==> src/rtl/host_cmd_pkg.sv <==
// Shared definitions for the host command driver: FSM states, register map
// and control-register bit positions.
package host_cmd_pkg;

  typedef enum logic [2:0] {
    IDLE,
    WR,
    LAUNCH,
    POLL_REQ,
    POLL_RESP,
    CLEAR,
    DONE
  } state_t;

  localparam logic [7:0] CTRL   = 8'h00;
  localparam logic [7:0] LEN    = 8'h04;
  localparam logic [7:0] INP_LO = 8'h08;
  localparam logic [7:0] INP_HI = 8'h0c;
  localparam logic [7:0] OUT_LO = 8'h10;
  localparam logic [7:0] OUT_HI = 8'h14;

  localparam int LAUNCH_BIT = 0;
  localparam int FINISH_BIT = 1;

  localparam logic [2:0] LAST_WR_IDX = 3'd4;

  // Job-programming writes target consecutive words starting at LEN.
  function automatic logic [7:0] wr_addr(input logic [2:0] idx);
    return LEN + 8'({idx, 2'b00});
  endfunction

endpackage

==> src/rtl/host_req_port.sv <==
// Registered host request stage (loaded once, held until dequeued) plus the
// read-response qualifier that extracts the finish bit.
module host_req_port
  import host_cmd_pkg::*;
#(
  parameter int ADDR_BITS = 8,
  parameter int DATA_BITS = 32
) (
  input  logic                 clock,
  input  logic                 reset_n,
  input  logic                 load,
  input  logic                 load_opcode,
  input  logic [ADDR_BITS-1:0] load_addr,
  input  logic [DATA_BITS-1:0] load_value,
  input  logic                 req_deq,
  output logic                 req_valid,
  output logic                 req_opcode,
  output logic [ADDR_BITS-1:0] req_addr,
  output logic [DATA_BITS-1:0] req_value,
  output logic                 req_fire,
  input  logic                 resp_en,
  input  logic                 resp_valid,
  input  logic [DATA_BITS-1:0] resp_bits,
  output logic                 resp_fire,
  output logic                 resp_finish
);

  assign req_fire = req_valid & req_deq;

  // NOTE: asynchronous reset drops a pending request at once; it is never replayed.
  always_ff @(posedge clock or negedge reset_n) begin
    if (!reset_n) begin
      req_valid  <= 1'b0;
      req_opcode <= 1'b0;
      req_addr   <= '0;
      req_value  <= '0;
    end else if (load) begin
      req_valid  <= 1'b1;
      req_opcode <= load_opcode;
      req_addr   <= load_addr;
      req_value  <= load_value;
    end else if (req_fire) begin
      req_valid  <= 1'b0;
    end
  end

  // Only the finish bit of a polled value carries meaning.
  assign resp_fire   = resp_en & resp_valid;
  assign resp_finish = resp_bits[FINISH_BIT];

  logic unused_resp_bits;
  assign unused_resp_bits = ^resp_bits;

endmodule

==> src/rtl/host_cmd_driver.sv <==
// Host-side job initiator: programs length/pointers, launches, polls finish,
// clears control. Optional poll watchdog: HOST_CMD_DRIVER_TIMEOUT_EN.
module host_cmd_driver
  import host_cmd_pkg::*;
#(
  parameter int MEM_ADDR_BITS  = 64,
  parameter int HOST_ADDR_BITS = 8,
  parameter int HOST_DATA_BITS = 32,
  parameter int CYCLE_BITS     = 32,
  parameter int TIMEOUT_CYCLES = 65536
) (
  input  logic                      clock,
  input  logic                      reset_n,
  input  logic                      job_valid,
  output logic                      job_ready,
  input  logic [HOST_DATA_BITS-1:0] job_length,
  input  logic [MEM_ADDR_BITS-1:0]  job_inp_baddr,
  input  logic [MEM_ADDR_BITS-1:0]  job_out_baddr,
  output logic                      host_req_valid,
  output logic                      host_req_opcode,
  output logic [HOST_ADDR_BITS-1:0] host_req_addr,
  output logic [HOST_DATA_BITS-1:0] host_req_value,
  input  logic                      host_req_deq,
  input  logic                      host_resp_valid,
  input  logic [HOST_DATA_BITS-1:0] host_resp_bits,
  output logic                      done,
  output logic [CYCLE_BITS-1:0]     cycles,
  output logic                      error
);

  if (MEM_ADDR_BITS != 64 || TIMEOUT_CYCLES < 1) begin : g_param_check
    $error("host_cmd_driver: MEM_ADDR_BITS must be 64 and TIMEOUT_CYCLES positive");
  end

  state_t                    state, state_nxt;
  logic [2:0]                wr_idx;
  logic [HOST_DATA_BITS-1:0] len_q;
  logic [MEM_ADDR_BITS-1:0]  inp_q, out_q;
  logic                      req_load, req_load_op;
  logic [HOST_ADDR_BITS-1:0] req_load_addr;
  logic [HOST_DATA_BITS-1:0] req_load_value;
  logic                      req_fire, resp_fire, resp_finish;
  logic                      polling, timed_out;

  assign polling   = (state == POLL_REQ) || (state == POLL_RESP);
  assign job_ready = (state == IDLE);
  assign done      = (state == DONE);

  host_req_port #(
    .ADDR_BITS(HOST_ADDR_BITS),
    .DATA_BITS(HOST_DATA_BITS)
  ) u_req_port (
    .clock      (clock),
    .reset_n    (reset_n),
    .load       (req_load),
    .load_opcode(req_load_op),
    .load_addr  (req_load_addr),
    .load_value (req_load_value),
    .req_deq    (host_req_deq),
    .req_valid  (host_req_valid),
    .req_opcode (host_req_opcode),
    .req_addr   (host_req_addr),
    .req_value  (host_req_value),
    .req_fire   (req_fire),
    .resp_en    (state == POLL_RESP),
    .resp_valid (host_resp_valid),
    .resp_bits  (host_resp_bits),
    .resp_fire  (resp_fire),
    .resp_finish(resp_finish)
  );

  // A request is loaded whenever a requesting state has nothing in flight;
  // every dequeue changes state or write index, so each is issued once.
  // NOTE: every output of this block gets a default first, so no latches are inferred.
  always_comb begin
    state_nxt      = state;
    req_load       = 1'b0;
    req_load_op    = 1'b1;
    req_load_addr  = HOST_ADDR_BITS'(CTRL);
    req_load_value = '0;
    case (state)
      IDLE: if (job_valid) state_nxt = WR;
      WR: begin
        req_load      = !host_req_valid;
        req_load_addr = HOST_ADDR_BITS'(wr_addr(wr_idx));
        case (wr_idx)
          3'd0:    req_load_value = len_q;
          3'd1:    req_load_value = HOST_DATA_BITS'(inp_q[31:0]);
          3'd2:    req_load_value = HOST_DATA_BITS'(inp_q[63:32]);
          3'd3:    req_load_value = HOST_DATA_BITS'(out_q[31:0]);
          default: req_load_value = HOST_DATA_BITS'(out_q[63:32]);
        endcase
        if (req_fire && wr_idx == LAST_WR_IDX) state_nxt = LAUNCH;
      end
      LAUNCH: begin
        req_load       = !host_req_valid;
        req_load_value = HOST_DATA_BITS'(1 << LAUNCH_BIT);
        if (req_fire) state_nxt = POLL_REQ;
      end
      POLL_REQ: begin
        if (timed_out && !host_req_valid) begin
          state_nxt = CLEAR;
        end else begin
          req_load    = !host_req_valid;
          req_load_op = 1'b0;
          if (req_fire) state_nxt = POLL_RESP;
        end
      end
      POLL_RESP: if (resp_fire) state_nxt = (resp_finish || timed_out) ? CLEAR : POLL_REQ;
      CLEAR: begin
        req_load = !host_req_valid;
        if (req_fire) state_nxt = DONE;
      end
      DONE:    state_nxt = IDLE;
      default: state_nxt = IDLE;
    endcase
  end

  always_ff @(posedge clock or negedge reset_n) begin
    if (!reset_n) begin
      state  <= IDLE;
      wr_idx <= '0;
      len_q  <= '0;
      inp_q  <= '0;
      out_q  <= '0;
      cycles <= '0;
    end else begin
      state <= state_nxt;
      if (state == IDLE) begin
        wr_idx <= '0;
        if (job_valid) begin
          len_q <= job_length;
          inp_q <= job_inp_baddr;
          out_q <= job_out_baddr;
        end
      end else if (state == WR && req_fire) begin
        wr_idx <= wr_idx + 3'd1;
      end
      if (state == LAUNCH && req_fire)
        cycles <= '0;
      else if (polling && cycles != '1 && !timed_out)
        cycles <= cycles + 1'b1;
    end
  end

`ifdef HOST_CMD_DRIVER_TIMEOUT_EN
  // The poll-phase counter doubles as the watchdog and freezes at the limit.
  assign timed_out = (cycles == CYCLE_BITS'(TIMEOUT_CYCLES));

  always_ff @(posedge clock or negedge reset_n) begin
    if (!reset_n)                 error <= 1'b0;
    else if (polling && timed_out) error <= 1'b1;
  end
`else
  assign timed_out = 1'b0;
  assign error     = 1'b0;
`endif

endmodule

==> config.mk <==
export PLATFORM = sky130hd
export DESIGN_NAME = host_cmd_driver
export DESIGN_NICKNAME = d
export VERILOG_FILES = /design/src/rtl/host_cmd_pkg.sv /design/src/rtl/host_req_port.sv /design/src/rtl/host_cmd_driver.sv
export SDC_FILE = /design/constraint.sdc
export NUM_CORES = 1
export LEC_CHECK = 0
export CAP_MARGIN = 20
export CELL_PAD_IN_SITES_DETAIL_PLACEMENT = 1
export CELL_PAD_IN_SITES_GLOBAL_PLACEMENT = 2
export CORE_MARGIN = 10
export CORE_UTILIZATION = 34
export DETAILED_ROUTE_END_ITERATION = 6
export PLACE_DENSITY_LB_ADDON = 0.1
export SLEW_MARGIN = 25
export SYNTH_ARGS = -nofsm -noshare
export SYNTH_HDL_FRONTEND = slang
export SYNTH_SLANG_ARGS = --single-unit
==> constraint.sdc <==
create_clock -name clock -period 3.94 [get_ports clock]
set_input_delay 1.182 -clock clock [delete_from_list [all_inputs] [get_ports clock]]
set_output_delay 1.182 -clock clock [all_outputs]
set_load 0.005 [all_outputs]
==> impl_results.md <==
- Result of the run: finished clean
- Main area contributors after synthesis: sky130_fd_sc_hd__dfrtp_1 (56%), sky130_fd_sc_hd__mux2_2 (17%), sky130_fd_sc_hd__a22oi_1 (4.4%)
- Share of post-route cells with drive strength above 1: 0.212
- Post-synthesis compound-gate area fraction: 0.115
- Number of global-route vias before repair: between 8,000 and 9,000
- Layout overhead on the synthesized area: 35.9%
- Kind of end point of the critical path: primary output
- First-pass detailed-route iteration total: 5
- Largest area contributor in the netlist: sky130_fd_sc_hd__dfrtp_1
- Remaining design rule violation count: 0
- Clock tree from TritonCTS: built
- Proportion of synthesized area in mux cells: 0.181
- Data arrival time of the critical path: 2.14 ns
- Worst path required time: 2.76 ns
- Count of nets left with antenna violations after detail routing: 0
- Post-CTS Hold Fix Bufs: 0
- Commonest register cell after synthesis: sky130_fd_sc_hd__dfrtp_1
- Slew headroom: 0.360
- Fraction of synthesized cell area taken by the top area cell type: 0.564
- Iteration-0 DRC Markers: between 300 and 400
- Post-CTS clock slew at the launch and capture registers of the worst setup and hold paths: ~0.06 ns
- Clock tree sinks: approximately 240
- Final Routed Wirelength: 32,800 um
- Class of the most critical setup path: flop to primary output
- RSZ-0062 raised after global routing: no
- Post-synth EDFFs: 0
- Post-Synth Simple-Gate Area: 0.101
- Max rail drop VDD: 0.000384 V
- First-pass GRT wire length: 52,400 um
- Total global routing track utilization: 0.169
- Slew at the pin closest to its max-slew limit: 0.956 ns
- Boundary pin count: roughly 270
- Core ar.: around 31,000 um^2
- Clk_skew: 0.00900 ns
- Final max-slew violation count: 0
- Fraction of registers with async set/reset: 1.00
- Register-to-register setup slack: 1.52 ns
- Final hold viol count: 0
- Power per unit of standard cell area: 747 nW/um^2
- Initial antenna violation count: 5
- Delay-heaviest family, CP: buffers and inverters
- Clock root buffer master: sky130_fd_sc_hd__clkbuf_16
- Pin count of the biggest net entering global routing: 91
- Routability congestion estimate: 0.752
- Die Outline Area: around 38,000 um^2
- Total of endpoints with negative setup slack in the final report: 0
- Setup WS pre-CTS: 0.982 ns
- Number of maximum-capacitance violations: 0
- Fill cell total of the finished layout: between 3,000 and 4,000
- Timing-limited maximum frequency: roughly 300 MHz
- Number of nets at the end of the flow: between 1,000 and 1,500
- Total negative setup slack: 0 ns
- Number of cell rows: 64
- Cell-by-cell listing of the critical path: buf_4, or2_2, nor2_1, clkdlybuf4s50_1
- Worst-case setup margin in the final layout: 0.622 ns
- Number of buffer cells added on primary ports: 237
- Number of cells produced by synthesis: 889
- Via total after detailed routing: ~7,900
- Critical path fanouts, max: 13
- Clock latency of the later-clocked register in the worst-skew pair: 0.53 ns
- Vias per Instance: 5.15
- Sequential fraction of the synthesis area: 0.564
- Critical Path Max Stage Delay: 0.55 ns
- Routed wire length per instance: approximately 21 um
- Maximum buffer depth of the clock tree: 3
- Synth Area in XOR/XNOR: 0.00167
- Number of buffers inserted during clock tree synthesis: 28
- Number of warning messages in the yosys log: 0
- Path type of the worst min-delay path: flop to flop
- Adder and majority cell fraction of the synthesized area: 0.00718
- Horizontal die dimension: around 200 um
- Min Clock Period, post-route: between 3 and 4 ns
- Number of synthesized register bits: roughly 240
- Syn Area/Cell: 11.8 um^2
- Leakage power: approximately 6 nW
- Cell with the biggest individual delay on the critical path: sky130_fd_sc_hd__clkdlybuf4s50_1
- Post-DP HPWL: 23,300 um
- Unique cell type count in the Yosys netlist: 48
- H-tree depth: 1
- Starting utilization of the core area: 0.343
- Area of the mapped netlist: 10,500 um^2
- Combinational family with the most area after synthesis: multiplexers
- Die span in y: 195 um
- Fraction of the cycle the final worst path needs: 0.842
- Setup Buffers After CTS: 0
- Buffers plus inverters on the worst setup path: 2
- Startpoint types: flop
- Gr ovfl total: 0
- Post-cts repair resize count: 0
==> routing by layer <==
layer / routed length, um / share of wire / vias to the layer above / global-route usage
met5: 57 / 0.0017 / - / 0
met4: 479 / 0.015 / 8 / 0.0294
met3: 1890 / 0.058 / 40 / 0.0459
met2: 16200 / 0.49 / 164 / 0.291
met1: 14100 / 0.43 / 4016 / 0.210
li1: - / - / 3674 / -
==> where the power goes <==
group / switching (W) / internal (W) / total, W
clock network: 0.00100 / 0.00152 / 0.00253
registers: 0.000795 / 0.00358 / 0.00437
logic: 0.00168 / 0.00204 / 0.00372
total: 0.00348 / 0.00714 / 0.0106
==> stage by stage <==
stage               std cells  hold WS (ns)  utilization  power [W]  area (um^2)
finish                   1534         0.485        0.466     0.0106        14200
global route             1533         0.512        0.466     0.0114        14200
CTS                      1533         0.487        0.466     0.0108        14200
detailed placement       1483         0.473        0.436    0.00821        13300
global placement         1483         0.461        0.436    0.00807        13300
floorplan                 893         0.467            -    0.00654        10500
==> logic make-up (layout without fill, tap and decap cells) <==
| group | count (synthesis) | after routing |
|---|---|---|
| flops | 236 | 236 |
| simple gates | 206 | 206 |
| mux | 169 | 169 |
| fa+ha+maj | 6 | 6 |
| other cells | 1 | 6 |
| xor+xnor | 2 | 2 |
| compound gates | 196 | 196 |
| buf+inv | 73 | 317 |
==> flip-flops by register name, indices dropped and copies added, names as in the netlist <==
register               count
cycles                    32
inp_q                     64
out_q                     64
u_req_port.req_opcode      1
u_req_port.req_value      32
len_q                     32
u_req_port.req_addr        4
u_req_port.req_valid       1
wr_idx                     3
state                      3
==> tightest hold or removal path, cell delays in order (launching register included) <==
cell and delay (ns):
sky130_fd_sc_hd__dfrtp_1 0.34, sky130_fd_sc_hd__nand2_1 0.05, sky130_fd_sc_hd__o21ai_0 0.06
==> layout make-up <==
type	instances	area, um^2	area share
Timing Repair Buffer	255	2560	0.180
Antenna cell	1	2.50	0.000176
Multi-Input combinational cell	584	4300	0.302
Sequential cell	236	5910	0.415
Clock inverter	4	20.0	0.00141
Inverter	12	45.0	0.00317
Tap cell	396	495	0.0348
Clock buffer	46	890	0.0626
==> cells in the mapped netlist (all sizes together) (2+ instances only) <==
cell type  instances
a22o               6
ha                 6
a22oi             62
buf               22
a31oi              3
nor4               3
and4               6
clkbuf            39
nand4             18
mux2i              8
o21ai             58
o31ai              2
nor2              24
inv               12
nand2b             5
a21oi             57
nand2             90
nor3               6
xnor2              2
or3               20
o41ai              2
nand3             13
dfrtp            236
and3               8
or2                4
mux2             161
nor2b              3
==> layout by cell type (no fill, tap or decap), types with 14 or more instances in the layout <==
cell type	netlist	layout
sky130_fd_sc_hd__a21oi_1	57	57
sky130_fd_sc_hd__a22oi_1	62	62
sky130_fd_sc_hd__buf_4	5	14
sky130_fd_sc_hd__clkbuf_16	0	29
sky130_fd_sc_hd__clkdlybuf4s50_1	0	236
sky130_fd_sc_hd__dfrtp_1	236	236
sky130_fd_sc_hd__mux2_2	161	161
sky130_fd_sc_hd__nand2_1	90	89
sky130_fd_sc_hd__nand4_1	16	16
sky130_fd_sc_hd__nor2_1	24	24
sky130_fd_sc_hd__o21ai_0	54	54
sky130_fd_sc_hd__or3_1	20	20
==> path summary, 6_finish.rpt <==
| kind | startpoint | to | depth (start not counted) |
|---|---|---|---|
| worst max-delay path | state[2] | job_ready | 4 |
| worst min-delay path | u_req_port.req_value[14] | u_req_port.req_value[14] | 2 |
| worst max register to register | state[0] | cycles[26] | 5 |
| worst min register to register | u_req_port.req_value[14] | u_req_port.req_value[14] | 2 |
| max in group asynchronous | reset_n | out_q[9] | 2 |
| min in group asynchronous | reset_n | cycles[0] | 1 |
Note: power is estimated with default switching activity, not from simulation.
